--- src/rtl/serial_sub16_if.sv ---
// serial_sub16_if
//   Groups the start/done handshake, the operands and the result/flag outputs
//   of the bit-serial subtractor into one bundle.
//   master : the requester. It drives start, a, b and b_in, and observes busy,
//            done, d and the flags.
//   slave  : the subtractor. It observes start and the operands, and drives
//            busy, done, d and the flags.
interface serial_sub16_if #(
    parameter int WIDTH = 16
);
    logic             start;
    logic [WIDTH-1:0] a;
    logic [WIDTH-1:0] b;
    logic             b_in;
    logic             busy;
    logic             done;
    logic [WIDTH-1:0] d;
    logic             b_out;
    logic             zero;
    logic             neg;
    logic             ovf;

    modport master (
        output start, a, b, b_in,
        input  busy, done, d, b_out, zero, neg, ovf
    );

    modport slave (
        input  start, a, b, b_in,
        output busy, done, d, b_out, zero, neg, ovf
    );
endinterface

--- src/rtl/serial_sub16.sv ---
// serial_sub16
//   Bit-serial subtractor computing d = a - b - b_in with a single
//   full-subtractor cell. It handles one bit per clock, LSB first, and
//   completes WIDTH cycles after start is accepted.
//   clk   : rising-edge clock
//   rst_n : asynchronous active-low reset; it aborts any operation in flight
//   bus   : serial_sub16_if slave modport
//           (start/a/b/b_in in; busy/done/d/b_out/zero/neg/ovf out)
//   WIDTH must be at least 2.
module serial_sub16 #(
    parameter int WIDTH = 16
) (
    input  logic           clk,
    input  logic           rst_n,
    serial_sub16_if.slave  bus
);
    localparam int CNT_W = (WIDTH > 1) ? $clog2(WIDTH) : 1;
    localparam logic [CNT_W-1:0] CNT_LAST = CNT_W'(WIDTH - 1);

    typedef enum logic {
        IDLE,
        RUN
    } state_t;

    state_t           state;
    state_t           state_nxt;
    logic [WIDTH-1:0] sa;
    logic [WIDTH-1:0] sb;
    logic [WIDTH-1:0] res;
    logic [CNT_W-1:0] cnt;
    logic             br;

    logic             x;
    logic             y;
    logic             diff_bit;
    logic             br_nxt;
    logic             accept;
    logic             last_bit;
    logic [WIDTH-1:0] res_full;

    logic [WIDTH-1:0] d_q;
    logic             b_out_q;
    logic             zero_q;
    logic             neg_q;
    logic             ovf_q;
    logic             done_q;

    // Full-subtractor cell plus FSM next-state decode.
    always_comb begin
        x         = sa[0];
        y         = sb[0];
        diff_bit  = x ^ y ^ br;
        br_nxt    = (~x & y) | (~(x ^ y) & br);
        res_full  = {diff_bit, res[WIDTH-1:1]};
        state_nxt = state;
        accept    = 1'b0;
        last_bit  = 1'b0;
        case (state)
            IDLE: begin
                if (bus.start) begin
                    accept    = 1'b1;
                    state_nxt = RUN;
                end
            end
            RUN: begin
                if (cnt == CNT_LAST) begin
                    last_bit  = 1'b1;
                    state_nxt = IDLE;
                end
            end
            default: state_nxt = IDLE;
        endcase
    end

    // State register.
    always_ff @(posedge clk or negedge rst_n) begin
        if (!rst_n) begin
            state <= IDLE;
        end else begin
            state <= state_nxt;
        end
    end

    // Operand shift registers, borrow, counter and the result registers.
    // The visible outputs load only on the last bit, so partial results
    // never appear on d or the flags.
    always_ff @(posedge clk or negedge rst_n) begin
        if (!rst_n) begin
            sa      <= '0;
            sb      <= '0;
            res     <= '0;
            cnt     <= '0;
            br      <= 1'b0;
            d_q     <= '0;
            b_out_q <= 1'b0;
            zero_q  <= 1'b0;
            neg_q   <= 1'b0;
            ovf_q   <= 1'b0;
            done_q  <= 1'b0;
        end else begin
            done_q <= 1'b0;
            if (accept) begin
                sa  <= bus.a;
                sb  <= bus.b;
                br  <= bus.b_in;
                cnt <= '0;
                res <= '0;
            end else if (state == RUN) begin
                sa  <= sa >> 1;
                sb  <= sb >> 1;
                br  <= br_nxt;
                cnt <= cnt + 1'b1;
                res <= res_full;
                if (last_bit) begin
                    // While the MSB is processed, br is the borrow into the
                    // MSB. That is the value left after bit WIDTH-2. Signed
                    // overflow is that borrow XOR the borrow out.
                    d_q     <= res_full;
                    b_out_q <= br_nxt;
                    zero_q  <= (res_full == '0);
                    neg_q   <= diff_bit;
                    ovf_q   <= br ^ br_nxt;
                    done_q  <= 1'b1;
                end
            end
        end
    end

    assign bus.busy  = (state == RUN);
    assign bus.done  = done_q;
    assign bus.d     = d_q;
    assign bus.b_out = b_out_q;
    assign bus.zero  = zero_q;
    assign bus.neg   = neg_q;
    assign bus.ovf   = ovf_q;
endmodule

--- src/flat_wrapper.sv ---
// flat-port wrapper written by rule: the top's interface ports become plain ports
module serial_sub16_flat 
#(
    parameter int WIDTH = 16
)
  (clk, rst_n, bus_start, bus_a, bus_b, bus_b_in, bus_busy, bus_done, bus_d, bus_b_out, bus_zero, bus_neg, bus_ovf);
  serial_sub16_if #(.WIDTH(WIDTH)) bus_i ();
  input  logic clk;
  input  logic rst_n;
  input wire logic [$bits(bus_i.start)-1:0] bus_start;
  input wire logic [$bits(bus_i.a)-1:0] bus_a;
  input wire logic [$bits(bus_i.b)-1:0] bus_b;
  input wire logic [$bits(bus_i.b_in)-1:0] bus_b_in;
  output wire logic [$bits(bus_i.busy)-1:0] bus_busy;
  output wire logic [$bits(bus_i.done)-1:0] bus_done;
  output wire logic [$bits(bus_i.d)-1:0] bus_d;
  output wire logic [$bits(bus_i.b_out)-1:0] bus_b_out;
  output wire logic [$bits(bus_i.zero)-1:0] bus_zero;
  output wire logic [$bits(bus_i.neg)-1:0] bus_neg;
  output wire logic [$bits(bus_i.ovf)-1:0] bus_ovf;
  assign bus_i.start = bus_start;
  assign bus_i.a = bus_a;
  assign bus_i.b = bus_b;
  assign bus_i.b_in = bus_b_in;
  assign bus_busy = bus_i.busy;
  assign bus_done = bus_i.done;
  assign bus_d = bus_i.d;
  assign bus_b_out = bus_i.b_out;
  assign bus_zero = bus_i.zero;
  assign bus_neg = bus_i.neg;
  assign bus_ovf = bus_i.ovf;
  serial_sub16 #(.WIDTH(WIDTH)) u_core (.clk(clk), .rst_n(rst_n), .bus(bus_i));
endmodule
--- config.mk ---
export PLATFORM = sky130hd
export DESIGN_NAME = serial_sub16_flat
export DESIGN_NICKNAME = d
export VERILOG_FILES = /design/src/rtl/serial_sub16_if.sv /design/src/rtl/serial_sub16.sv /design/src/flat_wrapper.sv
export SDC_FILE = /design/constraint.sdc
export NUM_CORES = 1
export LEC_CHECK = 0
export ABC_AREA = 1
export BUFFER_PORTS_ARGS = -buffer_cell sky130_fd_sc_hd__buf_4
export CAP_MARGIN = 20
export CELL_PAD_IN_SITES_DETAIL_PLACEMENT = 0
export CELL_PAD_IN_SITES_GLOBAL_PLACEMENT = 1
export CORE_ASPECT_RATIO = 1.5
export CORE_MARGIN = 2
export CORE_UTILIZATION = 26
export CTS_BUF_LIST = sky130_fd_sc_hd__clkbuf_8
export DETAILED_ROUTE_END_ITERATION = 8
export PLACE_DENSITY_LB_ADDON = 0.15
export SKIP_CTS_REPAIR_TIMING = 1
export SYNTH_ARGS = -nofsm -noshare
export SYNTH_HDL_FRONTEND = slang
export SYNTH_SLANG_ARGS = --single-unit
--- constraint.sdc ---
create_clock -name clk -period 1.35 [get_ports clk]
set_input_delay 0.0675 -clock clk [delete_from_list [all_inputs] [get_ports clk]]
set_output_delay 0.0675 -clock clk [all_outputs]
set_load 0.01 [all_outputs]
==> out/metrics.yaml <==
floorplan:
  initial_core_util: 0.2640
  ios: 58
  die_x_um: 91.90
  die_area_um2: 12480
  die_h_um: 135.8
  placementRows: 48
  core_area_um2: 11410
grt:
  grtUsageTotal: 0.1196
  grt_antenna_before_repair: 0
  globalRouteOverflowTotal: 0
  grt_first_pass_wirelength_mm: 11.49
  grt_max_degree: 38
  grt_pass1_vias: 2396
synth:
  yosys_warnings: 0
  yosys.area.top_type_share: 0.6063
  netlist_area_um2: 3013
  synth_edf_count: 0
  synth_cell_types: 24
  ys.flop_type: "dfrtp_1"
  synth_area_per_cell_um2: 9.976
  yosysMostFrequentCell: "nand2_1"
  synth_area_leader_cell: "dfrtp_1"
  ys_async_sr_fraction: 1.000
  synth_seq_area_share: 0.6063
  ys_seq_elements: 73
  synth.area.top_cells: "dfrtp_1 (61%), nand2_1 (9.2%), o221ai_1 (5.8%), inv_1 (5.7%), o22ai_1 (3.1%)"
  synth_nets: 340
  yosys-top-cells-count: "nand2_1 (74), dfrtp_1 (73), inv_1 (46)"
  syn_inst: 302
route:
  ant_nets: 0
  route.detailed.drc: 0
  wl_per_cell_um: 13.29
  drt_pass1_iterations: 4
  vias: 2464
  viasPerCell: 4.353
  wirelength_mm: 7.520
  drtIter0Drc: 86
place:
  hpwlAfterDp_mm: 4.864
  post-place-ws_ps: 6.057
  portBuffers: 57
  place.gp.congestion: 0.6972
  dp.cells: 507
timing:
  rsz0062_at_grt: "true"
  holdWs_ps: 187.5
  fin_crit_ps: 1338
  slew_violations: 0
  fin_ws_ps: 12.12
  fin_skew_ps: 8.497
  worst-slew-pin-transition_ps: 430.9
  period_share: 0.9910
  finalHoldViolations: 0
  setup_viol: 0
  max_freq_mhz: 747.5
  slew_headroom: 0.7127
run_status:
  outcome: "complete, no violations"
critical_path:
  worstRegToRegCells: 6
  crit_fanout: 2
  path_class: "reg2reg"
  start_kind: "register"
  path_buf_inv: 0
  cp_cell_sequence: "fa_1, nor2_1, nand2_1, nor2_1, nand3_1, nand2_1"
  cpPeakStageDelay_ps: 500
  crit_family: "adder cells"
  cp.arrival_ps: 1630
  path_depth: 6
  worstSetupEndpointType: "register"
  crit_slowest_cell: "fa_1"
  worstPathRequired_ps: 1640
cells_and_area:
  finalNonFillerCells: 566
  drive_above_1_share: 0.2981
  nNetsFinal: 449
  antenna_cells: 0
  area_growth_pct: 45.51
  fin_util: 0.3842
clock_network:
  cts_tree: "built"
  htree_levels: 3
  clockBufferDepth: 2
  clk_latency_ps: 350
  cts_root_buffer: "clkbuf_8"
  cts_buffers: 9
  cts.sinks: 73
  clk_pin_slew_ps: 80
power_and_ir_drop:
  cellPowerDensity_nw_per_um2: 1966
  p_leak_nw: 2.059
  ir_worst_vdd_mv: 0.5445
job:
  maxCapViolations: 0
worst_hold_path:
  hold_class: "in2async"
## power by group
part / leakage (nW) / internal [mW] / switching (mW)
Clock: 0.101 / 0.745 / 0.782
Combinational: 1.02 / 1.72 / 1.81
Sequential: 0.937 / 3.08 / 0.474
## state kept, by name, indices dropped and copies added, names as in the netlist
register / cells
u_core.sa: 16
u_core.sb: 16
u_core.bus.d: 15
u_core.res: 15
u_core.cnt: 4
u_core.br: 1
u_core.bus.b_out: 1
u_core.bus.busy: 1
u_core.bus.done: 1
u_core.bus.neg: 1
u_core.bus.ovf: 1
u_core.bus.zero: 1
## cells in the final DEF, fill, tap and decap left out
| master | synthesis | final |
|---|---|---|
| a21oi_1 | 2 | 2 |
| a22o_1 | 1 | 1 |
| buf_12 | 0 | 4 |
| buf_4 | 4 | 72 |
| buf_6 | 3 | 2 |
| clkbuf_16 | 0 | 3 |
| clkbuf_8 | 0 | 11 |
| clkinv_2 | 0 | 3 |
| dfrtp_1 | 73 | 73 |
| dlygate4sd3_1 | 0 | 34 |
| fa_1 | 1 | 1 |
| ha_2 | 0 | 1 |
| inv_1 | 46 | 46 |
| inv_2 | 2 | 4 |
| nand2_1 | 74 | 61 |
| nand2_2 | 0 | 10 |
| nand2_4 | 0 | 3 |
| nand3_1 | 4 | 4 |
| nand4_1 | 1 | 1 |
| nor2_1 | 12 | 12 |
| nor2_4 | 1 | 2 |
| o211ai_1 | 9 | 9 |
| o21ai_0 | 3 | 3 |
| o21ai_1 | 10 | 9 |
| o21ai_2 | 8 | 9 |
| o221ai_1 | 20 | 20 |
| o22ai_1 | 15 | 15 |
| xor2_1 | 1 | 1 |
## final cells by class
cell class	instances	area [um2]
sequential	73	1827
clock inverter	5	22.52
timing repair buffer	115	1059
multi-input combinational	164	957.2
clock buffer	11	151.4
tap	150	187.7
fill	1202	7027
inverter	48	180.2
## stage by stage
step | setup TNS, ps | power (mW) | area (um2)
2_1_floorplan | 0 | 5.476 | 3013
3_3_place_gp | 0 | 6.691 | 3684
3_5_place_dp | 0 | 6.745 | 3684
4_1_cts | -26.56 | 8.304 | 3857
5_1_grt | -250.4 | 9.332 | 4384
6_report | 0 | 8.617 | 4384
## metal layers
| layer | vias to the layer above | GRT usage | routed length (um) | part of all wire |
|---|---|---|---|---|
| met3 | 13 | 0.02494 | 233 | 0.031 |
| li1 | 1216 | - | - | - |
| met4 | 0 | 0.06716 | 183 | 0.024 |
| met2 | 48 | 0.2087 | 3885 | 0.52 |
| met5 | - | 0 | 0 | 0 |
| met1 | 1187 | 0.1353 | 3218 | 0.43 |
## cell families after synthesis
| logic type | synth area share |
|---|---|
| xor gates and xnor gates | 0.002908 |
| adders and majority gates | 0.01080 |
| and+or+nand+nor | 0.1217 |
| AOI/OAI and AO/OA | 0.1628 |
| buffers and inverters | 0.09552 |
| DFF | 0.6063 |
## worst paths after layout
kind,slack [ps],startpoint,to
setup / recovery,10,u_core.sa[0],u_core.bus.zero
hold / removal,190,rst_n,u_core.bus.d[10]
setup reg to reg,10,u_core.sa[0],u_core.bus.zero
hold reg to reg,480,u_core.bus.d[0],u_core.bus.d[0]
max in group asynchronous,610,rst_n,u_core.sa[9]
min in group clk,220,bus_start,u_core.cnt[2]
Power figures use the tool's default switching activity.
